==> config.mk <==
export PLATFORM = sky130hd
export DESIGN_NAME = avmm_mem_bist_master
export DESIGN_NICKNAME = d
export VERILOG_FILES = /design/src/rtl/avmm_mem_bist_master.sv
export SDC_FILE = /design/constraint.sdc
export NUM_CORES = 1
export LEC_CHECK = 0
export BUFFER_PORTS_ARGS = -buffer_cell sky130_fd_sc_hd__buf_2
export CAP_MARGIN = 15
export CORE_MARGIN = 2
export CORE_UTILIZATION = 50
export DETAILED_ROUTE_END_ITERATION = 8
export HOLD_SLACK_MARGIN = 0.08
export PLACE_DENSITY_LB_ADDON = 0.12
export SYNTH_ARGS = -nofsm -noshare
export SYNTH_HDL_FRONTEND = slang
export SYNTH_SLANG_ARGS = --single-unit
==> constraint.sdc <==
create_clock -name clk -period 5.6 [get_ports clk]
set_input_delay 0.84 -clock clk [delete_from_list [all_inputs] [get_ports clk]]
set_output_delay 0.84 -clock clk [all_outputs]
set_load 0.01 [all_outputs]
==> src/rtl/avmm_mem_bist_master.sv <==
// rtl/avmm_mem_bist_master.sv - Avalon-MM write/readback self-test master for the on-chip RAM
// Optional macro MEM_BIST_STOP_ON_ERR_EN: stop the run at the first readback mismatch.
module avmm_mem_bist_master #(
  parameter int ADDR_W       = 16,
  parameter int DATA_W       = 32,
  parameter int READ_LATENCY = 1,
  parameter int ERR_W        = 16
) (
  input  logic                  clk,
  input  logic                  reset,
  input  logic                  start,
  input  logic [ADDR_W-1:0]     base_addr,
  input  logic [ADDR_W:0]       word_count,
  input  logic [31:0]           seed,
  output logic                  busy,
  output logic                  done,
  output logic                  pass,
  output logic [ERR_W-1:0]      err_count,
  output logic [ADDR_W-1:0]     first_err_addr,
  output logic [ADDR_W-1:0]     avm_address,
  output logic [DATA_W/8-1:0]   avm_byteenable,
  output logic                  avm_chipselect,
  output logic                  avm_write,
  output logic                  avm_read,
  output logic [DATA_W-1:0]     avm_writedata,
  input  logic [DATA_W-1:0]     avm_readdata,
  input  logic                  avm_waitrequest
);

  typedef enum logic [2:0] {
    S_IDLE, S_WRITE, S_RD_REQ, S_RD_WAIT, S_FINISH, S_DONE
  } state_t;

  state_t              state_q, state_d;
  logic [ADDR_W-1:0]   cur_q, cur_d, base_q, base_d, ferr_q, ferr_d;
  logic [ADDR_W:0]     count_q, count_d, remain_q, remain_d;
  logic [31:0]         seed_q, seed_d;
  logic [2:0]          lat_q, lat_d;
  logic [ERR_W-1:0]    err_q, err_d;
  logic [DATA_W-1:0]   cur_pat;
  logic                last_word;
  logic                mismatch;

  function automatic logic [DATA_W-1:0] pattern(input logic [31:0] s, input logic [ADDR_W-1:0] a);
    logic [15:0] a16;
    a16 = 16'(a);
    return DATA_W'(s ^ {~a16, a16});
  endfunction

  assign cur_pat   = pattern(seed_q, cur_q);
  assign last_word = (remain_q == {{ADDR_W{1'b0}}, 1'b1});

  always_comb begin
    state_d        = state_q;
    cur_d          = cur_q;
    base_d         = base_q;
    count_d        = count_q;
    remain_d       = remain_q;
    seed_d         = seed_q;
    lat_d          = lat_q;
    err_d          = err_q;
    ferr_d         = ferr_q;
    mismatch       = 1'b0;
    avm_chipselect = 1'b0;
    avm_write      = 1'b0;
    avm_read       = 1'b0;
    avm_byteenable = '0;
    avm_writedata  = '0;
    case (state_q)
      S_IDLE, S_DONE: begin
        if (start) begin
          base_d   = base_addr;
          cur_d    = base_addr;
          count_d  = word_count;
          remain_d = word_count;
          seed_d   = seed;
          err_d    = '0;
          ferr_d   = '0;
          state_d  = (word_count == '0) ? S_FINISH : S_WRITE;
        end
      end
      S_WRITE: begin
        avm_chipselect = 1'b1;
        avm_write      = 1'b1;
        avm_byteenable = '1;
        avm_writedata  = cur_pat;
        if (!avm_waitrequest) begin
          if (last_word) begin
            cur_d    = base_q;
            remain_d = count_q;
            state_d  = S_RD_REQ;
          end else begin
            cur_d    = cur_q + 1'b1;
            remain_d = remain_q - 1'b1;
          end
        end
      end
      S_RD_REQ: begin
        avm_chipselect = 1'b1;
        avm_read       = 1'b1;
        avm_byteenable = '1;
        if (!avm_waitrequest) begin
          lat_d   = 3'd1;
          state_d = S_RD_WAIT;
        end
      end
      S_RD_WAIT: begin
        if (lat_q == 3'(READ_LATENCY)) begin
          mismatch = (avm_readdata != cur_pat);
          if (mismatch) begin
            if (err_q != '1) err_d = err_q + 1'b1;
            if (err_q == '0) ferr_d = cur_q;
          end
`ifdef MEM_BIST_STOP_ON_ERR_EN
          if (mismatch || last_word) begin
`else
          if (last_word) begin
`endif
            state_d = S_FINISH;
          end else begin
            cur_d    = cur_q + 1'b1;
            remain_d = remain_q - 1'b1;
            state_d  = S_RD_REQ;
          end
        end else begin
          lat_d = lat_q + 1'b1;
        end
      end
      // Extra settle cycle so done lands N*(2+READ_LATENCY)+1 edges after start.
      S_FINISH: state_d = S_DONE;
      default:  state_d = S_IDLE;
    endcase
  end

  always_ff @(posedge clk or posedge reset) begin
    if (reset) begin
      state_q  <= S_IDLE;
      cur_q    <= '0;
      base_q   <= '0;
      count_q  <= '0;
      remain_q <= '0;
      seed_q   <= '0;
      lat_q    <= '0;
      err_q    <= '0;
      ferr_q   <= '0;
    end else begin
      state_q  <= state_d;
      cur_q    <= cur_d;
      base_q   <= base_d;
      count_q  <= count_d;
      remain_q <= remain_d;
      seed_q   <= seed_d;
      lat_q    <= lat_d;
      err_q    <= err_d;
      ferr_q   <= ferr_d;
    end
  end

  assign busy           = (state_q == S_WRITE) || (state_q == S_RD_REQ) ||
                          (state_q == S_RD_WAIT) || (state_q == S_FINISH);
  assign done           = (state_q == S_DONE);
  assign pass           = done && (err_q == '0);
  assign err_count      = err_q;
  assign first_err_addr = ferr_q;
  assign avm_address    = cur_q;

endmodule

* Word-level counts from Yosys, hierarchy flattened
Index checks and enable logic that the tools add are counted.
** Word-level totals
- Word-level logic and storage cells :: 89
- Bits in registers :: 136
- Output and inout bits :: 90
- Bits of input ports :: 101
** Operators by class
- Bitwise logic cells :: 2
- Eq/ne operators :: 19
- Add/subtract/negate cells :: 4
- Reduce and logical (&&, ||, !) cells :: 18
- Multiplexer cells :: 37
** Operator list (number)
- 16-bit two-way mux :: 12
- 17-bit two-way mux :: 5
- 16-bit case mux with 2 select lines :: 2
- 17-bit case mux with 3 select lines :: 1
- 16-bit case mux with 3 select lines :: 1
- 16-bit by 1-bit adder with 16-bit output (second input constant) :: 2
- 32-bit two-way mux :: 1
- 32-bit inequality test :: 1
- 32-bit bitwise XOR :: 1
- 3-bit two-way mux :: 9
- 2-bit inequality test (second input constant) :: 10
- 5-bit AND reduction :: 4
- 17-bit by 1-bit equality test with 1-bit output (second input constant) :: 1
- 17-bit logical NOT :: 1
- 17-bit by 1-bit subtractor with 17-bit output (second input constant) :: 1
- 16-bit logical NOT :: 1
- 16-bit inequality test (second input constant) :: 1
- 16-bit NOT :: 1
- 3-bit case mux with 5 select lines :: 1
- 3-bit by 1-bit equality test with 1-bit output (second input constant) :: 2
- 3-bit by 2-bit equality test with 1-bit output (second input constant) :: 2
- 3-bit equality test (second input constant) :: 2
- 3-bit case mux with 2 select lines :: 1
- 4-bit two-way mux :: 1
- 10 further kinds :: 16

* Logic depth before layout (Yosys ltp)
- Word-level depth :: 6
- Gate-level depth with buffers :: 10
- Gate-level depth less buffers :: 8

* Worst setup path before layout
OpenSTA, ideal clock, no wires.
- Path kind :: input to register
- Start :: in avm_readdata[27]
- End :: reg ferr_q[0], in the netlist first_err_addr[0]
- Stages :: 8
- Data arrival time :: 2.470 ns
- Library setup time :: 0.121 ns
- Path buffers :: 2
- Setup slack :: 3.009 ns
- Cell sequence :: xnor3_1 > or4_1 > nor4_1 > and4_1 > buf_6 > nor3_2 > buf_6 > a22o_1
** On the way
- Longest elaborated chain between the ends :: 3
** RTL lines
- start, declared :: RTL line 26 : input logic [DATA_W-1:0] avm_readdata,
- 32-bit inequality test :: RTL line 109 : mismatch = (avm_readdata != cur_pat);
- 2-bit inequality test (no source line)
- 5-bit AND reduction (no source line)
- end signal, assigned :: RTL line 155 : ferr_q <= ferr_d;
- end, declared :: RTL line 35 : logic [ADDR_W-1:0] cur_q, cur_d, base_q, base_d, ferr_q, ferr_d;
No other way between the ends.
A chain may end at the register's enable or synchronous reset.

* Worst setup path in the final report
- Start :: reg cur_q[11], in the netlist avm_address[11]
- End :: reg ferr_q[14], in the netlist first_err_addr[14]
** On the way
- Longest elaborated chain between the ends :: 5
** RTL lines
- start, declared :: RTL line 35
- start signal, assigned :: RTL line 148 : cur_q <= cur_d;
- 16-bit NOT :: RTL line 47 : return DATA_W'(s ^ {~a16, a16});
- 32-bit bitwise XOR (*) :: RTL line 47
- 32-bit inequality test (*) :: RTL line 109
- 2-bit inequality test (no source line) (*)
- 5-bit AND reduction (no source line) (*)
Mark *: on every way between the ends. The rest lies on a longest branch, timed or not.

==> results.md <==
* Status: completed
* Min Clock Period, post-route at about 3.5 ns
* Critical path class: reg -> reg
* Slew HR at 0.344
* EDFF count, synth at 0
* CP required at 5.90 ns
* Clock sink count at approximately 140
* Num CTS Buffers at 17
* Cts hold-fix bufs at 0
* I/O Pins at 191
* Clock root cell: clkbuf_16
* Pwr Density at 474 nW/um2
* Final period util at 0.627
* Wire per inst at 17.6 um
* Final setup violation count at 0
* Clock skew at 0.0141 ns
* CP startpoint: avm_address[11]$_DFFE_PP0P_
* Final Hold Violating Endpoints at 0
* Share of flip-flops with an asynchronous set or reset at 1.00
* Worst slack, placed at 2.08 ns
* Post-DRT Antenna Nets at 0
* Startpoint Class: flip-flop
* Gr ovfl total at 0
* Critical Path AT at approximately 3.8 ns
* CP endpoint: first_err_addr[14]$_DFFE_PP0P_
* First-pass GRT wire length at 37.1 mm
* Initial antenna violation count at 3
* Initial core utilization at 0.512
* Final Max Tran Viols at 0
* R2r worst-path depth at 6
* Syn-to-layout area delta at 20.5%
* Ys Warns at 0
* Max VDD drop at 285 uV
* Worst-path clk slew at 0.06 ns
* Max cap viols at 0
* Post-Syn Area at 8160 um2
* Static leakage at 4.90 nW
* Yosys reg bits at 136
* HPWL Detailed at between 15 and 20 mm
* Worst Setup Slack, final at 2.09 ns
* Initial DRC Count at 544
* Worst hold path class: reg -> reg
* Clk_lat worst skew at 0.43 ns
* Post-synth top flop: dfrtp_1
* Syn Nets at 1055
* H-tree depth at 4
* Critical Path Fanout Max at 27
* # rows at 46
* Max frequency at ~280 MHz
* DIE HEIGHT at 132 um
* Full die area at roughly 17000 um2
* Drt drc at 0
* R2R Path End: first_err_addr[14]$_DFFE_PP0P_
* CORE AREA at approximately 16000 um2
* Post-synthesis area per instance at 8.62 um2
* Critical path capture point type: flip-flop
* Post-CTS Setup Bufs at 0
* IO buf count at 190
* Sequential area share after synthesis at 0.417
* Final Power at 4.66 mW
* # resized after CTS at 0
* Worst-margin pin slew at 0.978 ns
* Maximum number of pins on one net before global-route repair at 97
* Drt pass-1 iters at 6
* TritonCTS clock tree: yes
* Routability congestion estimate at 0.854
* Reg2reg start: avm_address[11]$_DFFE_PP0P_
* Fraction of layout cells with a size suffix above 1 at 0.227
* Reg2reg setup slack at 2.09 ns
* RSZ-0062 raised after global routing: no
* Overall routed net length at approximately 23 mm
* Number of global-route vias before repair at 6921
* Final core utilization at 0.617
* Die X at 132 um
* Cell count after synthesis at approximately 950
* GRT Resource Usage Total at 0.271
* DR vias at 7392
* Final nets at 1204
* CTS Buffer Depth at 2
* Setup tns final at 0 ns
* Via-per-instance ratio at 5.57
* Synth unique cells at 57
-- cells in the mapped netlist (14+ instances only) --
| master | instances | area (um2) |
|---|---|---|
| a22o_1 | 17 | 149 |
| a31oi_1 | 28 | 175 |
| clkbuf_1 | 47 | 176 |
| dfrtp_1 | 136 | 3400 |
| inv_1 | 18 | 67.6 |
| nand2_1 | 269 | 1010 |
| nand3_1 | 19 | 95.1 |
| nand4_1 | 15 | 93.8 |
| nor2_1 | 90 | 338 |
| nor3_1 | 19 | 95.1 |
| nor4_1 | 15 | 93.8 |
| o211ai_1 | 19 | 143 |
| o21ai_0 | 17 | 85.1 |
| o31ai_1 | 14 | 105 |
| xnor2_1 | 32 | 280 |
| xor2_1 | 35 | 307 |
-- per-layer routing --
metal	global-route usage	wire length, um	part of all wire	vias up
li1	-	-	-	3544
met1	0.386	10700	0.46	3577
met2	0.425	10900	0.47	243
met3	0.0573	1450	0.062	28
met4	0.0707	269	0.012	0
met5	0	0	0	-
-- cell type report --
type                    count  area (um2)
inverters                  18        72.6
repair buffers            202        1040
fillers                  1450        6110
clock buffers              18         429
multi-input cells         721        4360
flip-flops and latches    136        3400
clock inverters            13         250
diodes                      3        7.51
well taps                 216         270
-- report_power, final --
| group | switching, mW | internal (mW) |
|---|---|---|
| clock | 0.436 | 0.877 |
| sequential | 0.383 | 1.20 |
| combinational | 0.930 | 0.832 |
| total | 1.75 | 2.91 |
-- registers in the layout, summed over array words and instances (netlist names) --
signal	cells
base_q	16
seed_q	32
avm_address	16
lat_q	3
first_err_addr	16
count_q	17
err_count	16
remain_q	17
state_q	3
-- worst min-delay path by stage --
stage / startpoint / endpoint / slack, ns / depth (start not counted)
6_report: base_q[5]$_DFFE_PP0P_ / base_q[5]$_DFFE_PP0P_ / 0.47 / 2
5_1_grt: base_q[10]$_DFFE_PP0P_ / base_q[10]$_DFFE_PP0P_ / 0.50 / 2
4_1_cts: base_q[9]$_DFFE_PP0P_ / base_q[9]$_DFFE_PP0P_ / 0.48 / 2
3_5_place_dp: base_q[9]$_DFFE_PP0P_ / base_q[9]$_DFFE_PP0P_ / 0.46 / 2
3_3_place_gp: base_q[0]$_DFFE_PP0P_ / base_q[0]$_DFFE_PP0P_ / 0.45 / 2
2_1_floorplan: base_q[0]$_DFFE_PP0P_ / base_q[0]$_DFFE_PP0P_ / 0.44 / 2
-- metrics by stage --
stage | instance area (um2) | hold slack (ns) | instances
after floorplan | 8160 | 0.440 | 947
after CTS | 9820 | 0.477 | 1324
final | 9830 | 0.472 | 1327
after global routing | 9830 | 0.500 | 1326
after global placement | 9140 | 0.455 | 1293
after detailed placement | 9140 | 0.463 | 1293
-- cell usage in the layout (no fill, tap or decap), drive strengths merged, types with 3 or more instances in the layout --
cell / count
nand2: 269
buf: 202
dfrtp: 136
nor2: 90
xor2: 35
xnor2: 32
a31oi: 28
nor3: 21
nand3: 19
o211ai: 19
inv: 19
clkbuf: 18
o21ai: 17
a22o: 17
a21oi: 16
nor4: 15
nand4: 15
o31ai: 14
xnor3: 13
or4: 10
xor3: 9
a211o: 9
or2: 7
or3: 7
ha: 7
bufinv: 7
nand2b: 6
mux2i: 5
o22ai: 4
and3: 4
a211oi: 4
clkinv: 4
diode: 3
o221ai: 3
and4: 3
-- cells by family after synthesis --
logic type / synth area share
AO/OA/AOI/OAI: 0.128
XOR/XNOR: 0.134
adder cells (fa/ha/maj): 0.0107
buffers and inverters: 0.0511
flip-flops: 0.417
multiplexers: 0.00613
AND/OR/NAND/NOR: 0.253
-- worst max-delay path, cell delays in order, from the launching register on --
cell,delay (ns)
dfrtp_1,0.63
xnor3_1,0.47
or4_1,0.53
nor4_1,0.32
and4_1,0.83
nor3_2,0.33
a22o_1,0.27
(Power assumes the default switching activity.)
